===== src/rtl/tdm_demux1x4.sv =====
// rtl/tdm_demux1x4.sv - serial TDM demultiplexer, one bit stream to four CH_W-bit channels
// Optional feature macro: TDM_PARITY_EN (one even-parity bit appended to every slot).
module tdm_demux1x4 #(
    parameter int CH_W = 8
) (
    input  logic            clk,
    input  logic            rst,
    input  logic            din,
    input  logic            en,
    input  logic            fsync,
    output logic [CH_W-1:0] y0,
    output logic [CH_W-1:0] y1,
    output logic [CH_W-1:0] y2,
    output logic [CH_W-1:0] y3,
    output logic            frame_done,
    output logic            locked,
    output logic            sync_err,
    output logic [3:0]      par_err
);

`ifdef TDM_PARITY_EN
    localparam int SLOT_W = CH_W + 1;
`else
    localparam int SLOT_W = CH_W;
`endif
    localparam int BC_W = (SLOT_W > 1) ? $clog2(SLOT_W) : 1;

    typedef enum logic {
        HUNT = 1'b0,
        RUN  = 1'b1
    } state_t;

    state_t            r_state;
    logic [BC_W-1:0]   r_bit_cnt;
    logic [1:0]        r_slot_cnt;
    logic [SLOT_W-1:0] r_shift;
    logic [CH_W-1:0]   r_stage0;
    logic [CH_W-1:0]   r_stage1;
    logic [CH_W-1:0]   r_stage2;
    logic [CH_W-1:0]   r_y0;
    logic [CH_W-1:0]   r_y1;
    logic [CH_W-1:0]   r_y2;
    logic [CH_W-1:0]   r_y3;
    logic              r_frame_done;
    logic              r_locked;
    logic              r_sync_err;

    logic [SLOT_W-1:0] w_shift_next;
    logic [CH_W-1:0]   w_data;
    logic              w_slot_last;
    logic              w_frame_start;

    // Data bits sit MSB-first at the top of the slot; a parity bit, if any, is the LSB.
    assign w_shift_next  = {r_shift[SLOT_W-2:0], din};
    assign w_data        = w_shift_next[SLOT_W-1 -: CH_W];
    assign w_slot_last   = (r_bit_cnt == BC_W'(SLOT_W - 1));
    assign w_frame_start = (r_bit_cnt == '0) && (r_slot_cnt == 2'd0);

`ifdef TDM_PARITY_EN
    logic [2:0] r_stage_pe;
    logic [3:0] r_par_err;
    logic       w_perr;

    // Even parity: XOR over data plus parity bit must be zero.
    assign w_perr = ^w_shift_next;

    always_ff @(posedge clk) begin
        if (rst) begin
            r_stage_pe <= '0;
            r_par_err  <= '0;
        end else if (en && r_state == RUN && (w_frame_start == fsync) && w_slot_last) begin
            case (r_slot_cnt)
                2'd0: r_stage_pe[0] <= w_perr;
                2'd1: r_stage_pe[1] <= w_perr;
                2'd2: r_stage_pe[2] <= w_perr;
                default: r_par_err  <= {w_perr, r_stage_pe};
            endcase
        end
    end

    assign par_err = r_par_err;
`else
    assign par_err = 4'b0000;
`endif

    always_ff @(posedge clk) begin
        if (rst) begin
            r_state      <= HUNT;
            r_bit_cnt    <= '0;
            r_slot_cnt   <= 2'd0;
            r_shift      <= '0;
            r_stage0     <= '0;
            r_stage1     <= '0;
            r_stage2     <= '0;
            r_y0         <= '0;
            r_y1         <= '0;
            r_y2         <= '0;
            r_y3         <= '0;
            r_frame_done <= 1'b0;
            r_locked     <= 1'b0;
            r_sync_err   <= 1'b0;
        end else begin
            r_frame_done <= 1'b0;
            r_sync_err   <= 1'b0;
            if (en) begin
                if (r_state == HUNT) begin
                    if (fsync) begin
                        r_shift    <= w_shift_next;
                        r_bit_cnt  <= BC_W'(1);
                        r_slot_cnt <= 2'd0;
                        r_state    <= RUN;
                        r_locked   <= 1'b1;
                    end
                end else if (w_frame_start && !fsync) begin
                    r_sync_err <= 1'b1;
                    r_state    <= HUNT;
                    r_locked   <= 1'b0;
                end else if (!w_frame_start && fsync) begin
                    // Misplaced sync: drop the partial frame and restart on this bit.
                    r_sync_err <= 1'b1;
                    r_shift    <= w_shift_next;
                    r_bit_cnt  <= BC_W'(1);
                    r_slot_cnt <= 2'd0;
                end else begin
                    r_shift <= w_shift_next;
                    if (w_slot_last) begin
                        r_bit_cnt  <= '0;
                        r_slot_cnt <= r_slot_cnt + 2'd1;
                        case (r_slot_cnt)
                            2'd0: r_stage0 <= w_data;
                            2'd1: r_stage1 <= w_data;
                            2'd2: r_stage2 <= w_data;
                            default: begin
                                r_y0         <= r_stage0;
                                r_y1         <= r_stage1;
                                r_y2         <= r_stage2;
                                r_y3         <= w_data;
                                r_frame_done <= 1'b1;
                            end
                        endcase
                    end else begin
                        r_bit_cnt <= r_bit_cnt + BC_W'(1);
                    end
                end
            end
        end
    end

    assign y0         = r_y0;
    assign y1         = r_y1;
    assign y2         = r_y2;
    assign y3         = r_y3;
    assign frame_done = r_frame_done;
    assign locked     = r_locked;
    assign sync_err   = r_sync_err;

endmodule

===== config.mk =====
export PLATFORM = sky130hd
export DESIGN_NAME = tdm_demux1x4
export DESIGN_NICKNAME = d
export VERILOG_FILES = /design/src/rtl/tdm_demux1x4.sv
export SDC_FILE = /design/constraint.sdc
export NUM_CORES = 1
export LEC_CHECK = 0
export BUFFER_PORTS_ARGS = -buffer_cell sky130_fd_sc_hd__buf_4
export CAP_MARGIN = 20
export CORE_UTILIZATION = 45
export CTS_CLUSTER_DIAMETER = 50
export DETAILED_ROUTE_END_ITERATION = 10
export GPL_TIMING_DRIVEN = 0
export PLACE_DENSITY = 0.77
export SETUP_SLACK_MARGIN = 0.1
export SLEW_MARGIN = 10
export SYNTH_ARGS = -nofsm -noshare
export SYNTH_HDL_FRONTEND = slang
export SYNTH_SLANG_ARGS = --single-unit

===== constraint.sdc =====
create_clock -name clk -period 3 [get_ports clk]
set_input_delay 0.3 -clock clk [delete_from_list [all_inputs] [get_ports clk]]
set_output_delay 0.3 -clock clk [all_outputs]
set_load 0.05 [all_outputs]

# Word level (Yosys, flattened, before mapping)
# Cells that the tools add are included.
classes:
  addsub: 2
  n_eq_ne: 6
  muxes: 22
  bitwise_logic: 6
  n_reduce_logical: 18
ops:
  columns: ["op", "n"]
  rows:
  - ["6-bit AND reduction", 4]
  - ["7-bit 2-to-1 mux", 3]
  - ["3-bit 2-to-1 mux", 5]
  - ["2-bit 2-to-1 mux", 5]
  - ["1-bit 2-to-1 mux", 9]
  - ["1-bit NOT", 6]
  - ["3-bit AND reduction", 2]
  - ["3-bit OR reduction", 2]
  - ["6-bit OR reduction", 1]
  - ["4-bit AND reduction", 1]
  - ["3-bit by 1-bit adder with 3-bit output (second input constant)", 1]
  - ["3-bit equality test (second input constant)", 1]
  - ["1-bit logical AND", 3]
  - ["3-bit logical NOT", 1]
  - ["3-bit by 1-bit inequality test with 1-bit output (second input constant)", 1]
  - ["2-bit by 1-bit adder with 2-bit output (second input constant)", 1]
  - ["2-bit by 1-bit equality test with 1-bit output (second input constant)", 1]
  - ["2-bit equality test (second input constant)", 1]
  - ["1-bit logical NOT", 2]
  - ["2-bit logical NOT", 1]
  - ["2-bit by 1-bit inequality test with 1-bit output (second input constant)", 1]
  - ["2-bit inequality test (second input constant)", 1]
  - ["2-bit nonzero test", 1]
word_totals:
  register_bits: 72
  in_bits: 5
  out_inout_bits: 39
  elab_cells: 68

# Longest topological paths before layout
# Gate-level depths: netlist (run 1).
logic_depth:
  ltp_word: 7
  depth_mapped: 10

# Least setup slack after synthesis (run 1)
# No wires, ideal clock.
synth_timing:
  path_type: "register to register"
  startpoint: "register r_slot_cnt[0]"
  endpoint: "register r_y2[3] (netlist: y2[3])"
  setup_ns: 0.132
  arrival_ns: 1.937
  t_required_ns: 2.868
  slack_ns: 0.931
  path_stages_with_launch: 10
  path_buffers: 1
  path_cell_list: "dfxtp_1 inv_1 ha_1 nand2_1 or2_2 ha_1 or3b_4 clkbuf_1 o21ai_0 a21oi_1"
synth_between:
  elab_chain_len: 6
synth_lines:
  columns: ["element", "line", "text"]
  rows:
  - ["start, declared", "35", "logic [1:0] r_slot_cnt;"]
  - ["start signal, assigned", "128", "r_slot_cnt <= r_slot_cnt + 2'd1;"]
  - ["2-bit logical NOT", "57, 129", null]
  - ["1-bit logical AND", "57", "assign w_frame_start = (r_bit_cnt == '0) && (r_slot_cnt == 2'd0);"]
  - ["1-bit logical NOT", "118", "end else if (!w_frame_start && fsync) begin"]
  - ["1-bit logical AND", "118", null]
  - ["1-bit NOT (no line)", null, null]
  - ["6-bit AND reduction (no line) *", null, null]
  - ["end signal, assigned", "136", "r_y2 <= r_stage2;"]
  - ["end, declared", "42", "logic [CH_W-1:0] r_y2;"]
# Mark *: on every way between the ends. The rest lies on a longest branch, timed or not.
# A chain may end at the register's enable or synchronous reset.

# Worst setup path after layout (run 1)
layout_timing:
  startpoint: "register r_slot_cnt[0]"
  endpoint: "register r_y3[4] (netlist: y3[4])"
layout_between:
  elab_chain_len: 6
layout_lines:
  columns: ["element", "line", "text"]
  rows:
  - ["2-bit logical NOT", "57, 129", null]
  - ["1-bit logical AND", "57", null]
  - ["1-bit logical NOT", "118", null]
  - ["1-bit logical AND", "118", null]
  - ["1-bit NOT (no line)", null, null]
  - ["6-bit AND reduction (no line) *", null, null]
  - ["end signal, assigned", "137", "r_y3 <= w_data;"]
  - ["end, declared", "43", "logic [CH_W-1:0] r_y3;"]
# Marks and branches as above.

==> results.json, run 1 <==
{
  "status": "finished clean",
  "rr_worst_depth": 9,
  "antenna_left": 0,
  "reg2reg_slack_ns": 0.60,
  "synth_common_cells": "72 x dfxtp_1, 45 x a21oi_1, 34 x nand3_1",
  "relSlewSlack_pct": 62.4,
  "cp_top_family": "simple AND/OR/NAND/NOR gates",
  "layout-drive-gt1-share_pct": 19.7,
  "cp.arrival_ns": 2.64,
  "viasPerCell": 5.53,
  "cp_slowest_stage_delay_ns": 0.46,
  "grt_pass1_vias": 2440,
  "grt.busiest_layer": "met2",
  "power_mw": 1.82,
  "cp.required_ns": 3.23,
  "worstSetupPathType": "register to register",
  "port_buffers": 38,
  "yosysWarnings": 0,
  "fin_crit_sh_pct": 80.1,
  "cts_max_level": 3,
  "avgSynthCellArea_um2": 9.21,
  "drt_wl_total_um": 7340,
  "p_leak_nw": 1.49,
  "syn_inst": 338,
  "coreArea_um2": 6530,
  "setup_viol": 0,
  "cts_buffers": 9,
  "hpwl_um": 4970,
  "antenna_cells": 0,
  "crit_cells": 9,
  "ys_seq_area_share_pct": 46.3,
  "synth_area_leaders": "dfxtp_1 46%, mux2i_1 7.7%, a21oi_1 7.2%",
  "timing.setup.tns_ns": 0,
  "setup.worst_path.end_class": "register",
  "die_w_um": 85.2,
  "clk_pin_slew_worst_paths_ns": 0.09,
  "synthArstFlopShare_pct": 0,
  "cap_violations": 0,
  "synth_edf_count": 0,
  "synth_most_common_cell": "dfxtp_1",
  "nets": 404,
  "clock_skew_ns": 0.00875,
  "cts_root_buf": "clkbuf_8",
  "grtUsageMet3_pct": 5.45,
  "crit_buf_inv": 2,
  "vias": 2610,
  "synth_cell_types": 35,
  "grt_max_degree": 16,
  "cts_tree": "built",
  "cp_max_fo": 10,
  "synth-main-ff-cell": "dfxtp_1",
  "place_ws_ns": 0.615,
  "start_kind": "register",
  "cts_hold_buf": 0,
  "syn2layout_area_growth_pct": 18.6,
  "die_area_um2": 7260,
  "crit_path_cell_trace": "inv_1 > ha_1 > nand2_1 > or2_2 > ha_1 > or3b_4 > clkbuf_1 > o21ai_0 > a21oi_1",
  "post-cts-setup-buffers": 0,
  "worst_slew_pin_slew_ns": 0.563,
  "grt_util_met2_pct": 33.0,
  "ir_worst_vdd_v": 0.000239,
  "hold_viol_final": 0,
  "drcViolationCount": 0,
  "netlist_area_um2": 3110,
  "rows": 29,
  "synth_top_area_share_pct": 46.3,
  "grt_pass1_wl_um": 12000,
  "start_util_pct": 47.7,
  "die_h_um": 85.2,
  "antenna_found_initial": 0,
  "gp_congestion": 0.853,
  "detail_route.wl_per_cell_um": 15.5,
  "rsz0062_at_grt": "no",
  "cts-resized-gates": 0,
  "slew_viol_final": 0,
  "hold_depth": 3,
  "power_density_nw_per_um2": 493,
  "period_needed_ns": 2.40,
  "cts.path.max_buffers": 2,
  "final.setup.worst_slack_ns": 0.596,
  "overflow": 0,
  "fmax_mhz": 416,
  "drtIter0Drc": 155,
  "cpMaxStageDelayCell": "or3b_4",
  "grt_use_met1_pct": 28.4,
  "track_usage_pct": 21.4,
  "clock_latency_ns": 0.37,
  "yosys.area.top_type": "dfxtp_1",
  "io_pins": 44,
  "synth_seq_cells": 72,
  "crit_top_cell": "ha_1",
  "cts.sinks": 72,
  "hold_class": "input port to register",
  "drtPass1Iterations": 4
}
-- kinds of logic (layout without fill, tap and decap cells) --
| family | after synthesis | in the layout | synth area share (%) |
|---|---|---|---|
| muxes | 24 | 24 | 7.71 |
| adders and majority gates | 9 | 9 | 3.62 |
| AOI/OAI and AO/OA | 95 | 95 | 17.1 |
| other | 1 | 4 | 0.120 |
| and+or+nand+nor | 97 | 97 | 18.7 |
| buffers and inverters | 40 | 94 | 6.43 |
| DFF | 72 | 72 | 46.3 |
-- cells in the final DEF (no fill, tap or decap), types with 3 or more instances in the layout --
cell type | Yosys | final
a21oi_1 | 45 | 45
clkbuf_1 | 18 | 18
o2111ai_1 | 4 | 4
nand2b_1 | 32 | 32
nand3_1 | 34 | 34
ha_1 | 9 | 9
buf_4 | 5 | 43
o31ai_1 | 9 | 9
o21ai_0 | 27 | 27
or2_2 | 3 | 3
buf_6 | 3 | 3
clkbuf_8 | 0 | 9
mux2i_1 | 24 | 24
nand2_1 | 5 | 5
nand4_1 | 7 | 7
o21ai_1 | 5 | 5
conb_1 | 1 | 4
inv_1 | 7 | 7
buf_2 | 7 | 7
dfxtp_1 | 72 | 72
-- state kept, by name (all words and copies together) (netlist names) --
name and cells:
r_stage0 8, r_stage1 8, r_stage2 8, y0 8
y1 8, y2 8, y3 8, r_shift 7
r_bit_cnt 3, r_slot_cnt 2, frame_done 1, locked 1
r_state 1, sync_err 1
-- worst reg2reg max path, delay by kind of cell, from the launching register on --
kind | cells | cell delay, ns
AOI/OAI and AO/OA | 2 | 0.30
DFF | 1 | 0.35
and+or+nand+nor | 3 | 0.81
buffers and inverters | 2 | 0.34
adders and majority gates | 2 | 0.47
-- final cells by class --
class	count	area [um2]
inverters	7	26.3
plain buffers	33	174
clock inverters	7	63.8
multi-input cells	229	1480
well taps	77	96.3
repair buffers	38	285
fillers	610	2840
clock buffers	9	124
flip-flops and latches	72	1440
-- final timing paths --
| check | to | start |
|---|---|---|
| max | y3[4] | r_slot_cnt[0] |
| min reg2reg | y2[1] | r_stage2[1] |
| min | y3[0] | din |
| max reg2reg | y3[4] | r_slot_cnt[0] |
-- metrics by stage --
stage	cell area (um2)	cells	utilization [%]	hold WS [ns]
global placement	3510	456	53.7	0.456
finish	3690	472	56.6	0.214
floorplan	3130	341	-	0.444
CTS	3690	472	56.6	0.216
global route	3690	472	56.6	0.224
detailed placement	3510	456	53.7	0.461
-- report_power, final --
group	internal [mW]	switching (mW)	leakage, nW
clock	0.318	0.427	0.0903
combinational	0.0360	0.0743	0.814
sequential	0.960	0.00437	0.581
total	1.31	0.506	1.49
-- metal layers --
metal	up-vias	wire length, um	part of all wire (%)
met5	-	0	0
met4	0	129	1.8
met3	11	335	4.6
met2	53	3400	46
met1	1251	3480	47
li1	1295	-	-
No activity file was read; power rests on OpenSTA's default activity.
==> run 2, diff against run 1 <==
PLACE_DENSITY = 0.8   (was 0.77)
clock period = 2.1 ns   (was 3 ns; I/O delays follow)
==> run 2 against run 1 <==
Net effect:
- first-iteration DRC count increased by 3.2%
- combinational power increased by 65%
- cell count increased by 2.3%
- routed wire length increased by 9.8%
- global-route usage increased by 1.5 points
- via count increased by 4.0%
- clock-buffer cell count increased by 3
- clock power increased by 65%
- critical endpoint unchanged
==> results.json, run 2 (same netlist as run 1, synthesis figures left out) <==
{
  "status": "finished clean",
  "nets": 416,
  "clock_latency_ns": 0.35,
  "die_h_um": 85.2,
  "setup_viol": 0,
  "hold_class": "input port to register",
  "cp_max_fo": 8,
  "layout_common_cells": "68 x dfxtp_1, 52 x buf_4, 40 x a21oi_1",
  "setup.worst_path.end_class": "register",
  "clkPwrFrac_pct": 44.2,
  "fin_area_um2": 4070,
  "layout-drive-gt1-share_pct": 33.5,
  "fin_crit_sh_pct": 98.2,
  "power.switching_mw": 0.629,
  "grt_pass1_vias": 2565,
  "mostFrequentLayoutCell": "dfxtp_1",
  "viasPerCell": 5.62,
  "hold_slack_ns": 0.160,
  "cpMaxStageDelayCell": "or3b_4",
  "rows": 29,
  "io_pins": 44,
  "place_ws_ns": -0.148,
  "detail_route.wl_per_cell_um": 16.7,
  "place_inst": 456,
  "track_usage_pct": 22.9,
  "period_needed_ns": 2.06,
  "antenna_found_initial": 0,
  "cap_violations": 0,
  "relSlewSlack_pct": 58.4,
  "ir_worst_vdd_v": 0.000518,
  "cts_max_level": 3,
  "start_util_pct": 47.7,
  "coreArea_um2": 6530,
  "pwr-share-comb_pct": 6.5,
  "cts.sinks": 72,
  "die_w_um": 85.2,
  "crit_path_cell_trace": "inv_2 > ha_4 > nand2_1 > or2_4 > ha_4 > or3b_4 > buf_8 > o21ai_2 > a21oi_1",
  "cp.required_ns": 2.32,
  "pwr-share-seq_pct": 49.4,
  "clk_pin_slew_worst_paths_ns": 0.07,
  "cts_root_buf": "clkbuf_8",
  "drt_wl_total_um": 8060,
  "cp.arrival_ns": 2.28,
  "crit_top_cell": "ha_4",
  "fmax_mhz": 485,
  "clock_skew_ns": 0.00890,
  "gp_congestion": 0.853,
  "crit_buf_inv": 2,
  "cts.path.max_buffers": 2,
  "drcViolationCount": 0,
  "p_int_mw": 2.16,
  "port_buffers": 38,
  "dpl_cell_area_um2": 3540,
  "antenna_cells": 0,
  "worst_slew_pin_slew_ns": 0.623,
  "cts_tree": "built",
  "hold_viol_final": 0,
  "drtIter0Drc": 160,
  "cp_top_family": "simple AND/OR/NAND/NOR gates",
  "swShare_pct": 22.5,
  "start_kind": "register",
  "drtPass1Iterations": 4,
  "slew_viol_final": 0,
  "rsz0062_at_grt": "yes",
  "cp_slowest_stage_delay_ns": 0.52,
  "antenna_left": 0,
  "overflow": 0,
  "die_area_um2": 7260,
  "power_density_nw_per_um2": 686,
  "syn2layout_area_growth_pct": 30.6,
  "grt_max_degree": 12,
  "final.setup.worst_slack_ns": 0.0384,
  "cts_buffers": 9,
  "hpwl_um": 5070,
  "grt_pass1_wl_um": 12900,
  "p_leak_nw": 1.63,
  "stdcell_count": 483,
  "vias": 2715,
  "worstSetupPathType": "register to register",
  "cts_hold_buf": 0
}
==> run 2: cell types whose count changed in the layout (fill, tap and decap cells not counted), sizes merged <==
cell,before,now
bufinv,0,2
clkinvlp,2,0
inv,11,7
buf,53,68
==> run 2: stage by stage <==
step	util [%]	power, mW	setup TNS, ns
2_1_floorplan	-	1.53	0
3_3_place_gp	54.2	1.56	-2.54
3_5_place_dp	54.2	1.57	-3.73
4_1_cts	60.0	2.79	0
5_1_grt	62.3	2.88	-0.0619
6_report	62.3	2.79	0
==> run 2: tightest hold or removal path, cell delays in order <==
cell and delay (ns):
buf_6 0.12, o2111ai_1 0.07, a21oi_1 0.06
==> run 2: what timing repair did <==
item / CTS / global route
resized for setup: 47 / 41
setup buffers: 6 / 3
gates cloned: 3 / 0
endpoints found under the setup margin: 44 / 32
pin swaps: 5 / 18
==> run 2: per-layer routing <==
metal	wire length, um	up-vias	global-route usage, %
li1	-	1325	-
met1	3580	1315	29.7
met2	4040	67	38.4
met3	363	8	4.77
met4	74	0	6.93
met5	0	-	0
==> run 2: cell type report <==
type | instances | area [um2]
fill | 548 | 2460
multi-input combinational | 229 | 1660
sequential | 72 | 1450
timing repair buffer | 50 | 398
buffer | 33 | 213
clock buffer | 12 | 155
tap | 77 | 96.3
clock inverter | 3 | 65.1
inverter | 7 | 28.8
==> run 2: path summary, 6_finish.rpt <==
kind	from	to	slack, ns	cells past startpoint
setup / recovery	r_slot_cnt[1]	y3[4]	0.04	9
hold / removal	en	r_bit_cnt[2]	0.16	3
setup reg to reg	r_slot_cnt[1]	y3[4]	0.04	9
hold reg to reg	y1[7]	y1[7]	0.46	2
==> run 2: power by group through the flow <==
stage	clock (mW)	sequential [mW]	combinational (mW)
2_1_floorplan	0	1.42	0.109
3_3_place_gp	0	1.41	0.153
3_5_place_dp	0	1.41	0.156
4_1_cts	1.24	1.38	0.173
5_1_grt	1.31	1.38	0.193
6_report	1.23	1.38	0.181
==> run 3, diff against run 2 <==
REMOVE_ABC_BUFFERS = 1   (was default)
==> run 3 against run 2 <==
Net effect:
- sequential cell count did not move
- register-to-register slack improved by 0.07 ns
- setup slack improved by 0.069 ns
- power decreased by 9.0%
==> results.json, run 3 (same netlist as run 1, synthesis figures left out) <==
{
  "grt_pass1_vias": 2355,
  "io_pins": 44,
  "reg2reg_slack_ns": 0.11,
  "mostFrequentLayoutCell": "dfxtp_1",
  "port_buffers": 39,
  "place_inst": 425,
  "hold_class": "input port to register",
  "cts_buffers": 9,
  "cts_root_buf": "clkbuf_8",
  "crit_path_cell_trace": "inv_2 > ha_4 > nand2_2 > or2_4 > ha_4 > or3b_4 > o21ai_4 > a21oi_2",
  "overflow": 0,
  "worst_slew_pin_slew_ns": 0.887,
  "hpwl_um": 4010,
  "drtPass1Iterations": 5,
  "drt_wl_total_um": 7900,
  "die_area_um2": 7260,
  "clock_skew_ns": 0.00600,
  "setup.worst_path.end_class": "register",
  "fmax_mhz": 502,
  "final_util_pct": 59.5,
  "antenna_found_initial": 0,
  "cp_top_family": "simple AND/OR/NAND/NOR gates",
  "p_leak_nw": 1.53,
  "cap_violations": 0,
  "die_h_um": 85.2,
  "timing.setup.tns_ns": 0,
  "grt_pass1_wl_um": 11600,
  "cp.required_ns": 2.31,
  "start_util_pct": 47.7,
  "cts_max_level": 3,
  "gp_congestion": 0.745,
  "status": "finished clean",
  "crit_top_cell": "ha_4",
  "cpMaxStageDelayCell": "or3b_4",
  "relSlewSlack_pct": 40.7,
  "cp.arrival_ns": 2.20,
  "slew_viol_final": 0,
  "start_kind": "register",
  "cts_hold_buf": 0,
  "clock_latency_ns": 0.34,
  "antenna_left": 0,
  "drtIter0Drc": 250,
  "setup_viol": 0,
  "track_usage_pct": 20.6,
  "rows": 29,
  "grt_max_degree": 81,
  "fin_crit_sh_pct": 94.9,
  "cp_slowest_stage_delay_ns": 0.50,
  "power_density_nw_per_um2": 653,
  "detail_route.wl_per_cell_um": 16.9,
  "rsz0062_at_grt": "yes",
  "multi_input_area_um2": 1640,
  "worstSetupPathType": "register to register",
  "syn2layout_area_growth_pct": 24.7,
  "hold_viol_final": 0,
  "cts.sinks": 72,
  "period_needed_ns": 1.99,
  "drcViolationCount": 0,
  "vias": 2707,
  "stdcell_count": 466,
  "coreArea_um2": 6530,
  "layout-drive-gt1-share_pct": 28.3,
  "viasPerCell": 5.81,
  "ir_worst_vdd_v": 0.000355,
  "die_w_um": 85.2,
  "nets": 399,
  "antenna_cells": 0,
  "cts.path.max_buffers": 2,
  "hold_slack_ns": 0.150,
  "cts_tree": "built",
  "fillers": 526,
  "cp_max_fo": 8,
  "layout_common_cells": "68 x dfxtp_1, 57 x buf_4, 43 x a21oi_1",
  "crit_buf_inv": 1,
  "clk_pin_slew_worst_paths_ns": 0.07,
  "seq_area_um2": 1450
}
==> run 3: power breakdown <==
group | total (mW) | internal, mW | switching (mW)
Combinational | 0.175 | 0.0601 | 0.115
Clock | 0.981 | 0.483 | 0.498
Sequential | 1.38 | 1.37 | 0.0100
Total | 2.54 | 1.92 | 0.622
==> run 3: per-layer routing <==
metal / up-vias / wire length [um] / global-route usage [%]
met1: 1306 / 3390 / 26.6
met3: 11 / 398 / 3.99
met4: 0 / 137 / 8.94
met5: - / 0 / 0
li1: 1296 / - / -
met2: 94 / 3970 / 33.8
==> run 3: cell type report <==
cell class                      count  share of cell area [%]
Clock buffer                       12                    3.99
Sequential cell                    72                    37.2
Multi-Input combinational cell    233                    42.2
Clock inverter                      3                   0.451
Timing Repair Buffer               62                    12.9
Inverter                            7                   0.741
Tap cell                           77                    2.48
==> run 3: path summary, 6_finish.rpt <==
path / from / to / depth (start not counted)
worst min-delay path: din / y3[0] / 3
worst min register to register: r_stage2[1] / y2[1] / 2
worst max-delay path: r_slot_cnt[0] / y3[5] / 8
worst max register to register: r_slot_cnt[0] / y3[5] / 8
==> run 3: through the flow <==
step / instance area, um2 / power, mW / setup slack, ns
5_1_grt: 3880 / 2.62 / 0.0368
6_report: 3880 / 2.54 / 0.108
4_1_cts: 3680 / 2.52 / 0.106
3_3_place_gp: 3340 / 1.54 / -1.09
2_1_floorplan: 2950 / 1.49 / -0.403
3_5_place_dp: 3360 / 1.54 / -0.384
==> run 3: timing repair <==
| action | 4_1_cts | 5_1_grt |
|---|---|---|
| pin swaps | 10 | 10 |
| gates resized for setup | 39 | 18 |
| endpoints found under the setup margin | 45 | 58 |
| cloned | 3 | 2 |
| setup buffers | 9 | 12 |
==> run 3: tightest hold or removal path: stages <==
cell,delay [ns]
buf_4,0.12
nand3_1,0.06
a21oi_1,0.05
